<file path="src/rtl/enc_pkg.sv">
`default_nettype none
// ============================================================================
//  Module      : enc_pkg
//  Description : Shared types, widths and the wrap-aware delta helper for the
//                encoder position tracker.
//  Revision    : 1.0 - initial release
// ============================================================================
package enc_pkg;

    localparam int POS_W = 19;
    localparam int ABS_W = 32;

    typedef enum logic [0:0] {
        SEED  = 1'b0,
        TRACK = 1'b1
    } state_t;

    // The modulo-2**POS_W subtraction yields the shortest signed step,
    // so crossing the single-turn wrap point is handled implicitly.
    function automatic logic signed [POS_W-1:0] wrap_delta(
        input logic [POS_W-1:0] cur,
        input logic [POS_W-1:0] prev
    );
        return signed'(cur - prev);
    endfunction

endpackage
`default_nettype wire

</file>
<file path="src/rtl/encoder_position_tracker_if.sv">
`default_nettype none
// ============================================================================
//  Module      : encoder_position_tracker_if
//  Description : Sample input and position/velocity/fault output bundle.
//  Revision    : 1.0 - initial release
// ============================================================================
interface encoder_position_tracker_if;

    logic [enc_pkg::POS_W-1:0] enc_pos;
    logic                      enc_valid;
    logic                      clear;
    logic [enc_pkg::ABS_W-1:0] pos_out;
    logic [enc_pkg::POS_W-1:0] vel_out;
    logic                      out_valid;
    logic                      jump_err;
    logic                      err_sticky;
    logic                      stale;

    modport master (
        output enc_pos, enc_valid, clear,
        input  pos_out, vel_out, out_valid, jump_err, err_sticky, stale
    );

    modport slave (
        input  enc_pos, enc_valid, clear,
        output pos_out, vel_out, out_valid, jump_err, err_sticky, stale
    );

endinterface
`default_nettype wire

</file>
<file path="src/rtl/enc_watchdog.sv">
`default_nettype none
// ============================================================================
//  Module      : enc_watchdog
//  Description : Counts clk cycles between samples; flags expiry after TIMEOUT.
//  Revision    : 1.0 - initial release
// ============================================================================
module enc_watchdog #(
    parameter int TIMEOUT = 100000
) (
    input  wire logic clk,
    input  wire logic rst,
    input  wire logic kick,
    input  wire logic enable,
    output logic      expired
);

    localparam int c_cnt_w = $clog2(TIMEOUT + 1);
    localparam logic [c_cnt_w-1:0] c_last = c_cnt_w'(TIMEOUT - 1);

    logic [c_cnt_w-1:0] r_cnt;

    // Expiry fires on the edge that would complete the TIMEOUT-th idle cycle.
    assign expired = enable && !kick && (r_cnt == c_last);

    always_ff @(posedge clk) begin
        if (rst) begin
            r_cnt <= '0;
        end else if (!enable || kick || expired) begin
            r_cnt <= '0;
        end else begin
            r_cnt <= r_cnt + 1'b1;
        end
    end

endmodule
`default_nettype wire

</file>
<file path="src/rtl/encoder_position_tracker.sv">
`default_nettype none
// ============================================================================
//  Module      : encoder_position_tracker
//  Description : Multi-turn position, velocity and fault tracking from
//                single-turn absolute encoder samples.
//  Revision    : 1.0 - initial release
// ============================================================================
module encoder_position_tracker
    import enc_pkg::*;
#(
    parameter int MAX_STEP = 65536,
    parameter int TIMEOUT  = 100000
) (
    input  wire logic                  clk,
    input  wire logic                  rst,
    encoder_position_tracker_if.slave  bus
);

    localparam logic [POS_W-1:0] c_max_step = POS_W'(MAX_STEP);

    state_t                   r_state;
    logic [POS_W-1:0]         r_prev;
    logic [ABS_W-1:0]         r_abs;
    logic [POS_W-1:0]         r_vel;
    logic                     r_out_valid;
    logic                     r_jump_err;
    logic                     r_err_sticky;
    logic                     r_stale;
    logic [1:0]               r_rej_cnt;

    logic signed [POS_W-1:0]  w_delta;
    logic [POS_W-1:0]         w_mag;
    logic [ABS_W-1:0]         w_delta_ext;
    logic                     w_accept;
    logic                     w_expired;

    assign w_delta     = wrap_delta(bus.enc_pos, r_prev);
    assign w_delta_ext = {{(ABS_W-POS_W){w_delta[POS_W-1]}}, w_delta};
    // Negating -2**(POS_W-1) leaves it unchanged, and that magnitude already
    // exceeds any legal MAX_STEP, so the most negative delta is always rejected.
    assign w_mag       = w_delta[POS_W-1] ? POS_W'(-w_delta) : POS_W'(w_delta);
    assign w_accept    = (w_mag <= c_max_step);

    enc_watchdog #(
        .TIMEOUT (TIMEOUT)
    ) u_watchdog (
        .clk     (clk),
        .rst     (rst),
        .kick    (bus.enc_valid),
        .enable  (r_state == TRACK),
        .expired (w_expired)
    );

    always_ff @(posedge clk) begin
        if (rst) begin
            r_state      <= SEED;
            r_prev       <= '0;
            r_abs        <= '0;
            r_vel        <= '0;
            r_out_valid  <= 1'b0;
            r_jump_err   <= 1'b0;
            r_err_sticky <= 1'b0;
            r_stale      <= 1'b0;
            r_rej_cnt    <= 2'd0;
        end else begin
            r_out_valid <= 1'b0;
            r_jump_err  <= 1'b0;
            if (bus.clear) begin
                r_abs        <= '0;
                r_err_sticky <= 1'b0;
            end
            case (r_state)
                SEED: begin
                    if (bus.enc_valid) begin
                        r_prev      <= bus.enc_pos;
                        r_vel       <= '0;
                        r_out_valid <= 1'b1;
                        r_stale     <= 1'b0;
                        r_rej_cnt   <= 2'd0;
                        r_state     <= TRACK;
                    end
                end
                TRACK: begin
                    if (bus.enc_valid) begin
                        if (bus.clear) begin
                            // Sample alongside clear re-references the zeroed position.
                            r_prev      <= bus.enc_pos;
                            r_vel       <= '0;
                            r_out_valid <= 1'b1;
                            r_rej_cnt   <= 2'd0;
                        end else if (w_accept) begin
                            r_abs       <= r_abs + w_delta_ext;
                            r_prev      <= bus.enc_pos;
                            r_vel       <= w_delta;
                            r_out_valid <= 1'b1;
                            r_rej_cnt   <= 2'd0;
                        end else begin
                            r_jump_err   <= 1'b1;
                            r_err_sticky <= 1'b1;
                            if (r_rej_cnt == 2'd2) begin
                                r_prev    <= bus.enc_pos;
                                r_vel     <= '0;
                                r_rej_cnt <= 2'd0;
                            end else begin
                                r_rej_cnt <= r_rej_cnt + 2'd1;
                            end
                        end
                    end else if (w_expired) begin
                        r_state      <= SEED;
                        r_stale      <= 1'b1;
                        r_err_sticky <= 1'b1;
                        r_rej_cnt    <= 2'd0;
                    end
                end
                default: r_state <= SEED;
            endcase
        end
    end

    assign bus.pos_out    = r_abs;
    assign bus.vel_out    = r_vel;
    assign bus.out_valid  = r_out_valid;
    assign bus.jump_err   = r_jump_err;
    assign bus.err_sticky = r_err_sticky;
    assign bus.stale      = r_stale;

endmodule
`default_nettype wire

</file>
<file path="src/flat_wrapper.sv">
// flat-port wrapper written by rule: the top's interface ports become plain ports
module encoder_position_tracker_flat import enc_pkg::*;
#(
    parameter int MAX_STEP = 65536,
    parameter int TIMEOUT  = 100000
)
  (clk, rst, bus_enc_pos, bus_enc_valid, bus_clear, bus_pos_out, bus_vel_out, bus_out_valid, bus_jump_err, bus_err_sticky, bus_stale);
  encoder_position_tracker_if bus_i ();
  input  wire logic clk;
  input  wire logic rst;
  input wire logic [$bits(bus_i.enc_pos)-1:0] bus_enc_pos;
  input wire logic [$bits(bus_i.enc_valid)-1:0] bus_enc_valid;
  input wire logic [$bits(bus_i.clear)-1:0] bus_clear;
  output wire logic [$bits(bus_i.pos_out)-1:0] bus_pos_out;
  output wire logic [$bits(bus_i.vel_out)-1:0] bus_vel_out;
  output wire logic [$bits(bus_i.out_valid)-1:0] bus_out_valid;
  output wire logic [$bits(bus_i.jump_err)-1:0] bus_jump_err;
  output wire logic [$bits(bus_i.err_sticky)-1:0] bus_err_sticky;
  output wire logic [$bits(bus_i.stale)-1:0] bus_stale;
  assign bus_i.enc_pos = bus_enc_pos;
  assign bus_i.enc_valid = bus_enc_valid;
  assign bus_i.clear = bus_clear;
  assign bus_pos_out = bus_i.pos_out;
  assign bus_vel_out = bus_i.vel_out;
  assign bus_out_valid = bus_i.out_valid;
  assign bus_jump_err = bus_i.jump_err;
  assign bus_err_sticky = bus_i.err_sticky;
  assign bus_stale = bus_i.stale;
  encoder_position_tracker #(.MAX_STEP(MAX_STEP), .TIMEOUT(TIMEOUT)) u_core (.clk(clk), .rst(rst), .bus(bus_i));
endmodule
</file>
<file path="config.mk">
export PLATFORM = sky130hd
export DESIGN_NAME = encoder_position_tracker_flat
export DESIGN_NICKNAME = d
export VERILOG_FILES = /design/src/rtl/enc_pkg.sv /design/src/rtl/encoder_position_tracker_if.sv /design/src/rtl/enc_watchdog.sv /design/src/rtl/encoder_position_tracker.sv /design/src/flat_wrapper.sv
export SDC_FILE = /design/constraint.sdc
export NUM_CORES = 1
export LEC_CHECK = 0
export BUFFER_PORTS_ARGS = -buffer_cell sky130_fd_sc_hd__buf_4
export CAP_MARGIN = 5
export CORE_ASPECT_RATIO = 0.75
export CORE_UTILIZATION = 59
export CTS_CLUSTER_SIZE = 8
export DETAILED_ROUTE_END_ITERATION = 10
export GPL_ROUTABILITY_DRIVEN = 0
export GPL_TIMING_DRIVEN = 0
export PLACE_DENSITY = 0.81
export SYNTH_ARGS = -nofsm -noshare
export SYNTH_HDL_FRONTEND = slang
export SYNTH_SLANG_ARGS = --single-unit
</file>
<file path="constraint.sdc">
create_clock -name clk -period 11.4 [get_ports clk]
set_input_delay 0.57 -clock clk [delete_from_list [all_inputs] [get_ports clk]]
set_output_delay 0.57 -clock clk [all_outputs]
set_load 0.05 [all_outputs]
</file>
==> results.md <==
- First-pass GRT wire length: ~26000 um
- Initial Util: 61.59%
- Hold worst-path end: u_core.r_prev[6]
- Req. time, crit path: 11.69 ns
- Critical path class: in2reg
- Ys async rst share: 0%
- Peak VDD IR: 0.07551 mV
- Row cnt: 32
- Register area share after synthesis: about 29%
- Fmax: ~170 MHz
- I/O pin total: 78
- Primary FF master, synth: dfxtp_1
- Top delay family on crit path: compound AO/OA/AOI/OAI gates
- Reg2reg path depth: 22
- Tcrit/Tclk final: 51.97%
- Max Transition Viols Final: 0
- CTS tree: built
- Setup TNS: 0 ns
- Util after Layout: 71.46%
- Drt wl/cell: 15.64 um
- GRT Util Overall: 28.51%
- Worst-Margin Slew: 0.6873 ns
- CP max FO: 6
- R2R setup slack: 5.51 ns
- Min Tclk post-route: 5.925 ns
- Number of antenna cells inserted: 0
- Mapped Area: between 0.006 and 0.007 mm2
- Port buffer count: 77
- Slew HR: ~54%
- Via density: 5.946
- Worst Hold Launch: bus_enc_pos[6]
- Core area: 0.01045 mm2
- CTS Hold Bufs: 0
- Initial DRC count: 338
- Cells after Synth: 764
- # Post-CTS Setup Buffers: 0
- Leakage: between 3 and 4 nW
- Avg Inst Size Synth: 8.424 um2
- Distinct cells, synth: 73
- Slowest stage cell, crit path: or3b_2
- Synthesis-to-layout area growth: 16.02%
- Min-delay worst type: in2reg
- Drt drc: 0
- Worst-path clk slew: about 0.07 ns
- Pre-CTS setup slack: 5.211 ns
- Initial antenna violation count: 0
- Hpwl dp: 11870 um
- Clock latency on the worst-skew pair: 0.35 ns
- Crit path launch type: input pin
- Max-Cap Viols: 0
- Layout cells sized above 1: 15.75%
- CTS buffer count: 9
- Fillcell total: 815
- Num Clock Sinks: 94
- Final Setup Violations: 0
- YS warnings: 0
- CP Capture Type: register
- Post-CTS sizing: 0
- Critical R2R Capture: u_core.bus.pos_out[31]
- Post-Route WL: roughly 16000 um
- Worst-path cell chain: buf_4 > inv_1 > ha_1 > fa_1 > nand2b_1 > a21oi_2 > nor3_2 > or3b_2 > nand3_1 > inv_1 > ha_1 > a211oi_2 > nor2_1 > or4_1 > a221o_1 > o41a_1 > a41o_1 > a41o_1 > a211oi_2 > nor2_1 > o21a_1 > or3_1 > a21boi_1 > mux2i_1
- Hold path cells: 3
- Die W: 122.6 um
- Post-synth net total: between 800 and 900
- CP max stage delay: ~0.48 ns
- Post-synth EDFFs: 0
- Chip Height: 92.45 um
- Worst r2r src: u_core.r_prev[0]
- Setup Skew: approximately 0.0074 ns
- Longest Clk Path Bufs: 2
- Global route overflow: 0
- Vias: between 5000 and 6000
- H-Tree Depth: 3
- Clock root buffer: clkbuf_16
- PnR worst setup slack: 5.475 ns
- Status: finished, final reports clean
- Post-route antenna net violation count: 0
- Worst path bufs/invs: 3
- FF+latch count, synth: 94
- Vias in the first global route: about 5700
- CP Data Arrival Time: 6.21 ns
- Endpoints failing hold: 0
- PwrDens: ~140 mW/mm2
- Largest net degree at the start of global routing: 27
- Nets@finish: 932
- RSZ-0062 raised after global routing: no
- Drt first pass iters: 5
- Total die area: 0.01133 mm2
## sequential cells by signal (all words and copies together) (netlist names)
register	cells
u_core.bus.pos_out	32
u_core.bus.vel_out	19
u_core.r_prev	19
u_core.u_watchdog.r_cnt	17
u_core.r_rej_cnt	2
u_core.bus.err_sticky	1
u_core.bus.jump_err	1
u_core.bus.out_valid	1
u_core.bus.stale	1
u_core.r_state	1
## Yosys cell counts, drive strengths merged, types with 3 or more instances
master,instances,share of area (%)
nor2,114,6.8
mux2i,47,7.5
a22o,19,2.6
nand2,43,2.5
o221a,3,0.52
and2,4,0.39
and3,11,1.1
nand4,6,0.58
a21o,17,2.0
nor4,5,0.58
a32o,3,0.47
clkbuf,8,0.47
a221o,3,0.47
o21ai,32,2.6
buf,13,1.5
xnor2,35,4.8
or2,3,0.29
nor3,16,1.5
o21bai,4,0.47
o21a,12,1.4
xor2,22,3.0
nor2b,7,0.68
or3,5,0.49
dfxtp,94,29
a21oi,43,3.5
or4,3,0.35
a211oi,14,1.8
ha,55,11
a31oi,8,0.78
inv,44,2.6
a31o,6,0.82
nand3,22,1.7
nand2b,8,0.78
## area by class of cell
class                           instances  area [um2]  area share, %
Buffer                                 21       123.9          1.659
Multi-Input combinational cell        605        4265          57.12
Timing Repair Buffer                   77       578.1          7.741
Tap cell                              136       170.2          2.279
Inverter                               44       165.2          2.212
Sequential cell                        94        1882          25.20
Clock buffer                            9       225.2          3.016
Clock inverter                          7       57.56         0.7708
## where the power goes
group	internal [mW]	leakage (nW)	total, mW	switching (mW)
logic	0.170	2.39	0.444	0.274
clock network	0.150	0.122	0.290	0.140
registers	0.339	0.762	0.345	0.00659
## metrics by stage
| stage | hold WS [ns] | area [um2] | power, mW | cells |
|---|---|---|---|---|
| after floorplan | 0.4179 | 6436 | 0.6947 | 764 |
| after global placement | 0.4280 | 7184 | 0.7689 | 977 |
| after detailed placement | 0.4492 | 7184 | 0.7874 | 977 |
| after CTS | 0.4606 | 7467 | 1.080 | 993 |
| after global routing | 0.4675 | 7467 | 1.141 | 993 |
| final | 0.4649 | 7467 | 1.079 | 993 |
## kinds of logic after synthesis
family          Yosys count  synth area share, %
simple gates            256                19.05
xor+xnor                 57                7.756
mux                      47                7.504
compound gates          188                20.65
flops                    94                29.24
buf+inv                  65                4.491
fa+ha+maj                57                11.31
## worst reg2reg max path: stages, from the launching register on
cell and delay, ns:
dfxtp_1 0.31, ha_1 0.20, fa_1 0.40, nand2b_1 0.19, a21oi_2 0.19, nor3_2 0.11, or3b_2 0.48, nand3_1 0.16
inv_1 0.14, ha_1 0.39, a211oi_2 0.25, nor2_1 0.08, or4_1 0.40, a221o_1 0.34, o41a_1 0.38, a41o_1 0.30
a41o_1 0.29, a211oi_2 0.22, nor2_1 0.09, o21a_1 0.18, or3_1 0.31, a21boi_1 0.19, mux2i_1 0.19
## cell usage in the layout (no fill, tap or decap), drive strengths merged, types with 3 or more instances in the layout
cell      synthesis  layout
a211oi           14      14
a21o             17      17
a21oi            43      43
a221o             3       3
a22o             19      19
a31o              6       6
a31oi             8       8
a32o              3       3
and2              4       4
and3             11      11
buf              13      90
clkbuf            8      17
clkinvlp          0       5
dfxtp            94      94
ha               55      55
inv              44      46
mux2i            47      47
nand2            43      43
nand2b            8       8
nand3            22      22
nand4             6       6
nor2            114     114
nor2b             7       7
nor3             16      16
nor4              5       5
o21a             12      12
o21ai            32      32
o21bai            4       4
o221a             3       3
or2               3       3
or3               5       5
or4               3       3
xnor2            35      35
xor2             22      22
## worst max path at each step
stage / start / endpoint / slack, ns / cells after the start
floorplan: bus_enc_pos[0] / u_core.bus.pos_out[31] / 5.79 / 23
global placement: bus_enc_pos[0] / u_core.bus.pos_out[31] / 5.34 / 24
detailed placement: bus_enc_pos[0] / u_core.bus.pos_out[31] / 5.21 / 24
CTS: bus_enc_pos[0] / u_core.bus.pos_out[31] / 5.55 / 24
global route: u_core.r_prev[6] / u_core.bus.pos_out[31] / 5.16 / 23
finish: bus_enc_pos[0] / u_core.bus.pos_out[31] / 5.47 / 24
## metal layers
metal,up-vias,track usage (%),wire [um]
li1,2920,-,-
met1,2802,35.16,7242
met2,150,48.41,7238
met3,32,6.034,765
met4,0,10.67,285
met5,-,0,0
Power figures use the tool's default switching activity.
